==> src/rtl/spi_frame_ctrl.sv <==
// spi_frame_ctrl: frame sequencer for the serial-in / parallel-encode / serial-out message path.
// Fills the SIPO with K message bits, pulses the parallel load, then walks the encoder through
// NSEG segments with a valid/ready handshake, and finally drives a K-cycle transmit shift.
//
// Ports:
//   clk, rst        clock and asynchronous active-high reset
//   start, abort    begin a frame (IDLE only) / return to IDLE from any state
//   sm_in, sm       mode select input (latched on accepted start) / registered mode
//   in_valid        serial bit present on the datapath input
//   in_ready        controller accepting bits (FILL only)
//   datavalid       SIPO enable, in_valid & in_ready
//   load_en         one-cycle parallel capture into PIPO/PISO
//   f_sel           segment index to the data mux
//   seg_valid       segment valid for the encoder; seg_ready is the encoder accept
//   tx_shift        PISO shift enable; tx_last marks the final transmit cycle
//   busy            controller not in IDLE
//   frame_done      one-cycle completion pulse
module spi_frame_ctrl #(
  parameter int unsigned K    = 1024,
  parameter int unsigned Lm   = 16,
  parameter int unsigned La   = 8,
  parameter int unsigned M    = 32,
  parameter int unsigned NSEG = K / (M * La),
  parameter int unsigned CW   = $clog2(K + 1)
) (
  input  logic       clk,
  input  logic       rst,
  input  logic       start,
  input  logic       abort,
  input  logic       sm_in,
  input  logic       in_valid,
  output logic       in_ready,
  output logic       datavalid,
  output logic       load_en,
  output logic       sm,
  output logic [1:0] f_sel,
  output logic       seg_valid,
  input  logic       seg_ready,
  output logic       tx_shift,
  output logic       tx_last,
  output logic       busy,
  output logic       frame_done
);

  // Elaboration-time parameter consistency checks.
  if ((K % (M * La)) != 0) begin : g_bad_k
    $error("spi_frame_ctrl: K must be a multiple of M*La");
  end
  if ((NSEG == 0) || (NSEG > 4) || (NSEG != K / (M * La))) begin : g_bad_nseg
    $error("spi_frame_ctrl: NSEG must equal K/(M*La) and lie in 1..4");
  end
  if (Lm == 0) begin : g_bad_lm
    $error("spi_frame_ctrl: Lm must be non-zero");
  end

  localparam logic [CW-1:0] KLast   = CW'(K - 1);
  localparam logic [1:0]    SegLast = 2'(NSEG - 1);

  typedef enum logic [2:0] {
    StIdle,
    StFill,
    StLoad,
    StEnc,
    StTx,
    StDone
  } state_e;

  state_e        state_q, state_d;
  logic [CW-1:0] bit_cnt_q, bit_cnt_d;
  logic [1:0]    seg_idx_q, seg_idx_d;
  logic          sm_q, sm_d;

  always_ff @(posedge clk or posedge rst) begin
    if (rst) begin
      state_q   <= StIdle;
      bit_cnt_q <= '0;
      seg_idx_q <= '0;
      sm_q      <= 1'b0;
    end else begin
      state_q   <= state_d;
      bit_cnt_q <= bit_cnt_d;
      seg_idx_q <= seg_idx_d;
      sm_q      <= sm_d;
    end
  end

  always_comb begin
    state_d    = state_q;
    bit_cnt_d  = bit_cnt_q;
    seg_idx_d  = seg_idx_q;
    sm_d       = sm_q;
    in_ready   = 1'b0;
    load_en    = 1'b0;
    f_sel      = 2'd0;
    seg_valid  = 1'b0;
    tx_shift   = 1'b0;
    tx_last    = 1'b0;
    frame_done = 1'b0;

    unique case (state_q)
      StIdle: begin
        // abort in the same cycle as start keeps the controller idle
        if (start && !abort) begin
          state_d   = StFill;
          sm_d      = sm_in;
          bit_cnt_d = '0;
          seg_idx_d = '0;
        end
      end
      StFill: begin
        in_ready = 1'b1;
        if (in_valid) begin
          bit_cnt_d = bit_cnt_q + CW'(1);
          if (bit_cnt_q == KLast) begin
            state_d = StLoad;
          end
        end
      end
      StLoad: begin
        load_en   = 1'b1;
        seg_idx_d = '0;
        state_d   = StEnc;
      end
      StEnc: begin
        seg_valid = 1'b1;
        f_sel     = seg_idx_q;
        if (seg_ready) begin
          if (seg_idx_q == SegLast) begin
            state_d   = StTx;
            bit_cnt_d = '0;
          end else begin
            seg_idx_d = seg_idx_q + 2'd1;
          end
        end
      end
      StTx: begin
        tx_shift = 1'b1;
        if (bit_cnt_q == KLast) begin
          tx_last = 1'b1;
          state_d = StDone;
        end else begin
          bit_cnt_d = bit_cnt_q + CW'(1);
        end
      end
      StDone: begin
        frame_done = 1'b1;
        state_d    = StIdle;
      end
      default: begin
        state_d = StIdle;
      end
    endcase

    // Abort overrides every transition; sm keeps its latched value.
    if (abort && (state_q != StIdle)) begin
      state_d   = StIdle;
      bit_cnt_d = '0;
      seg_idx_d = '0;
    end
  end

  assign datavalid = in_valid & in_ready;
  assign sm        = sm_q;
  assign busy      = (state_q != StIdle);

endmodule

==> config.mk <==
export PLATFORM = sky130hd
export DESIGN_NAME = spi_frame_ctrl
export DESIGN_NICKNAME = d
export VERILOG_FILES = /design/src/rtl/spi_frame_ctrl.sv
export SDC_FILE = /design/constraint.sdc
export NUM_CORES = 1
export LEC_CHECK = 0
export ABC_CLOCK_PERIOD_IN_PS = 3500
export CAP_MARGIN = 40
export CORE_MARGIN = 4
export CORE_UTILIZATION = 29
export DETAILED_ROUTE_END_ITERATION = 10
export GPL_TIMING_DRIVEN = 0
export PLACE_DENSITY_LB_ADDON = 0.25
export SYNTH_ARGS = -nofsm -noshare
export SYNTH_HDL_FRONTEND = slang
export SYNTH_SLANG_ARGS = --single-unit
==> constraint.sdc <==
create_clock -name clk -period 3.5 [get_ports clk]
set_input_delay 1.05 -clock clk [delete_from_list [all_inputs] [get_ports clk]]
set_output_delay 1.05 -clock clk [all_outputs]
set_load 0.01 [all_outputs]
==> impl_results.md <==
- EDFF count, synth: 0
- Worst R2R End: bit_cnt_q[5]
- Flip-flop and latch count after synthesis: 17
- Number of setup violations in the final report: 0
- Cells after Synth: about 130
- CP Capture Type: output port
- Reg2reg start: state_q[1]
- Placeable Area: 3770 µm²
- Final ANT Viol Nets: 0
- Initial Utilization: 30.9%
- Vias in the first global route: 1052
- Critical Path Fanout Max: 8
- DR vias: approximately 1100
- RSZ-0062 raised after global routing: false
- CTS tree: done
- Post-CTS Repair Setup Buffers: 0
- Drt wl/cell: 13.7 µm
- Die Span Y: about 70 µm
- Die area: ~5000 µm²
- Outcome: completed
- Layout cell share with drive strength beyond 1: around 16%
- Seq/Total Area, Yosys: 36.5%
- Design area: 1450 µm²
- Top cell type's share of synthesized area: 36.5%
- Dpl hpwl: 2010 µm
- Initial antenna violation count: 0
- Period utilisation layout: 94.0%
- Synthesized area per cell: 8.83 µm²
- DRT iter0 DRCs: 39
- Worst Setup EP: tx_last
- Total CTS buffers: 3
- Clock transition at path regs: ~0.07 ns
- Finished Core Util: 38.4%
- Number of max-cap violations: 0
- WP data required: approximately 2.5 ns
- Most frequent cell after synthesis: dfrtp_1
- Nets: approximately 160
- Area leader, netlist: dfrtp_1
- Worst reg2reg path depth: 6
- Fmax: between 300 and 400 MHz
- Max Buffers Root-to-Sink: 2
- Ranking of synthesized cells by area: dfrtp_1 (36%), o31ai_1 (4.5%), o21ai_0 (3.9%)
- Worst skew pair latency: approximately 0.26 ns
- Final TNS setup: 0 ns
- I/O Pins: 18
- Placed Area: 1400 µm²
- Antenna Diode Count: 0
- DRC violations left: 0
- # hold bufs at CTS: 0
- Input/output buffers: 17
- CP arrival: 2.24 ns
- FFs w/ async S/R, synth: 100%
- Pin count of the biggest net entering global routing: 18
- Pwr Density: approximately 450 nW/µm²
- CTS root buf: clkbuf_8
- Drt first pass iters: 4
- Synthesized Nets: about 140
- Peak VDD IR: 148 µV
- Tmin final: 3.29 ns
- Crit path launch: bit_cnt_q[0]
- Netlist cell types: between 40 and 50
- Warnings from Yosys: 0
- Global-route wire length before repair: 4890 µm
- Placer Congestion: 0.822
- Hold Path Depth: 1
- Htree depth: 1
- Lkg Pwr: about 0.6 nW
- Total grt overflow: 0
- # clock sinks: 17
- Area Growth Syn to Fin: 24.1%
- Die width: 71.4 µm
- Ys flop type: dfrtp_1
- Slew Limit Headroom: 54.0%
- Count of final hold-check violations: 0
- Post-synth top cells: dfrtp_1 (17), nand2_1 (12), nor2_1 (11)
- Pins Over Slew Limit: 0
- CTS resizes: 0
- Worst Tran Pin Value: 0.689 ns
- Detailed Route WL: 2760 µm
- Skew final: 0.00795 ns
- Hold Crit Class: reg2reg
- Flop-to-flop setup slack: 1.49 ns
- Total global routing track utilization: 11.6%
- Syn Std Cell Area: 1170 µm²
- Via-to-Cell Ratio: around 5.3
- Std-Cell Rows: 22
- Setup CP Type: reg2out
- Critical path launch point type: register
## routing by layer
| metal | global-route usage, % | routed length [µm] |
|---|---|---|
| met1 | 15.8 | 1360 |
| met2 | 18.6 | 1320 |
| met3 | 3.09 | 75 |
| met4 | 1.88 | 0 |
| met5 | 0 | 0 |
## logic make-up (layout without fill, tap and decap cells)
| kind of cell | after synthesis | after routing | share of synthesized area, % |
|---|---|---|---|
| AND/OR/NAND/NOR | 57 | 57 | 26.1 |
| AO/OA/AOI/OAI | 39 | 39 | 26.8 |
| flip-flops | 17 | 17 | 36.5 |
| buffers and inverters | 15 | 36 | 6.76 |
| adder cells (fa/ha/maj) | 2 | 2 | 2.15 |
| XOR/XNOR | 1 | 1 | 0.751 |
| multiplexers | 1 | 1 | 0.966 |
## worst min-delay path by stage
| stage | start | endpoint | slack, ns |
|---|---|---|---|
| 4_1_cts | sm | sm | 0.51 |
| 3_3_place_gp | sm | sm | 0.49 |
| 3_5_place_dp | sm | sm | 0.49 |
| 2_1_floorplan | bit_cnt_q[10] | bit_cnt_q[10] | 0.46 |
| 6_report | sm | sm | 0.51 |
| 5_1_grt | sm | sm | 0.55 |
## critical path: stages (launching register included)
cell and delay (ns):
dfrtp_1 0.40, ha_1 0.19, nand3_1 0.30, nor3_2 0.38, and2_1 0.17, clkdlybuf4s50_1 0.53
## cell type report
cell class	instances	area [µm²]
timing repair buffer	17	170
clock inverter	1	5.00
sequential	17	425
tap	48	60.1
buffer	9	56.3
clock buffer	3	41.3
multi-input combinational	100	667
inverter	6	22.5
fill	388	2320
## through the flow
step | power, mW | hold WS (ns) | worst slack (ns) | instances
floorplan | 0.407 | 0.462 | 1.01 | 132
global placement | 0.494 | 0.490 | 0.280 | 197
detailed placement | 0.501 | 0.493 | 0.274 | 197
CTS | 0.656 | 0.510 | 0.0738 | 201
finish | 0.648 | 0.508 | 0.211 | 201
global route | 0.693 | 0.552 | 0.0542 | 201
## placed cells by master, fill, tap and decap left out, drive strengths merged, types with 2 or more instances in the layout
cell	count
clkbuf	5
nor4	2
a31oi	2
or2	2
nand3	8
and2	5
o41ai	2
a21oi	5
nand2b	2
o21ai	11
o32ai	2
inv	6
or3	2
nor2	11
nor3b	3
o311ai	2
clkdlybuf4s50	17
o31ai	7
o22ai	2
nor3	5
nand2	12
buf	7
dfrtp	17
ha	2
a31o	2
## report_power, final
part / switching [mW] / internal [mW]
clock network: 0.0707 / 0.0791
registers: 0.0185 / 0.217
logic: 0.146 / 0.116
## state kept, by name, indices dropped and copies added, names as in the netlist
name and count:
seg_idx_q 2, bit_cnt_q 11, sm 1, state_q 3
Note: power is estimated with default switching activity, not from simulation.
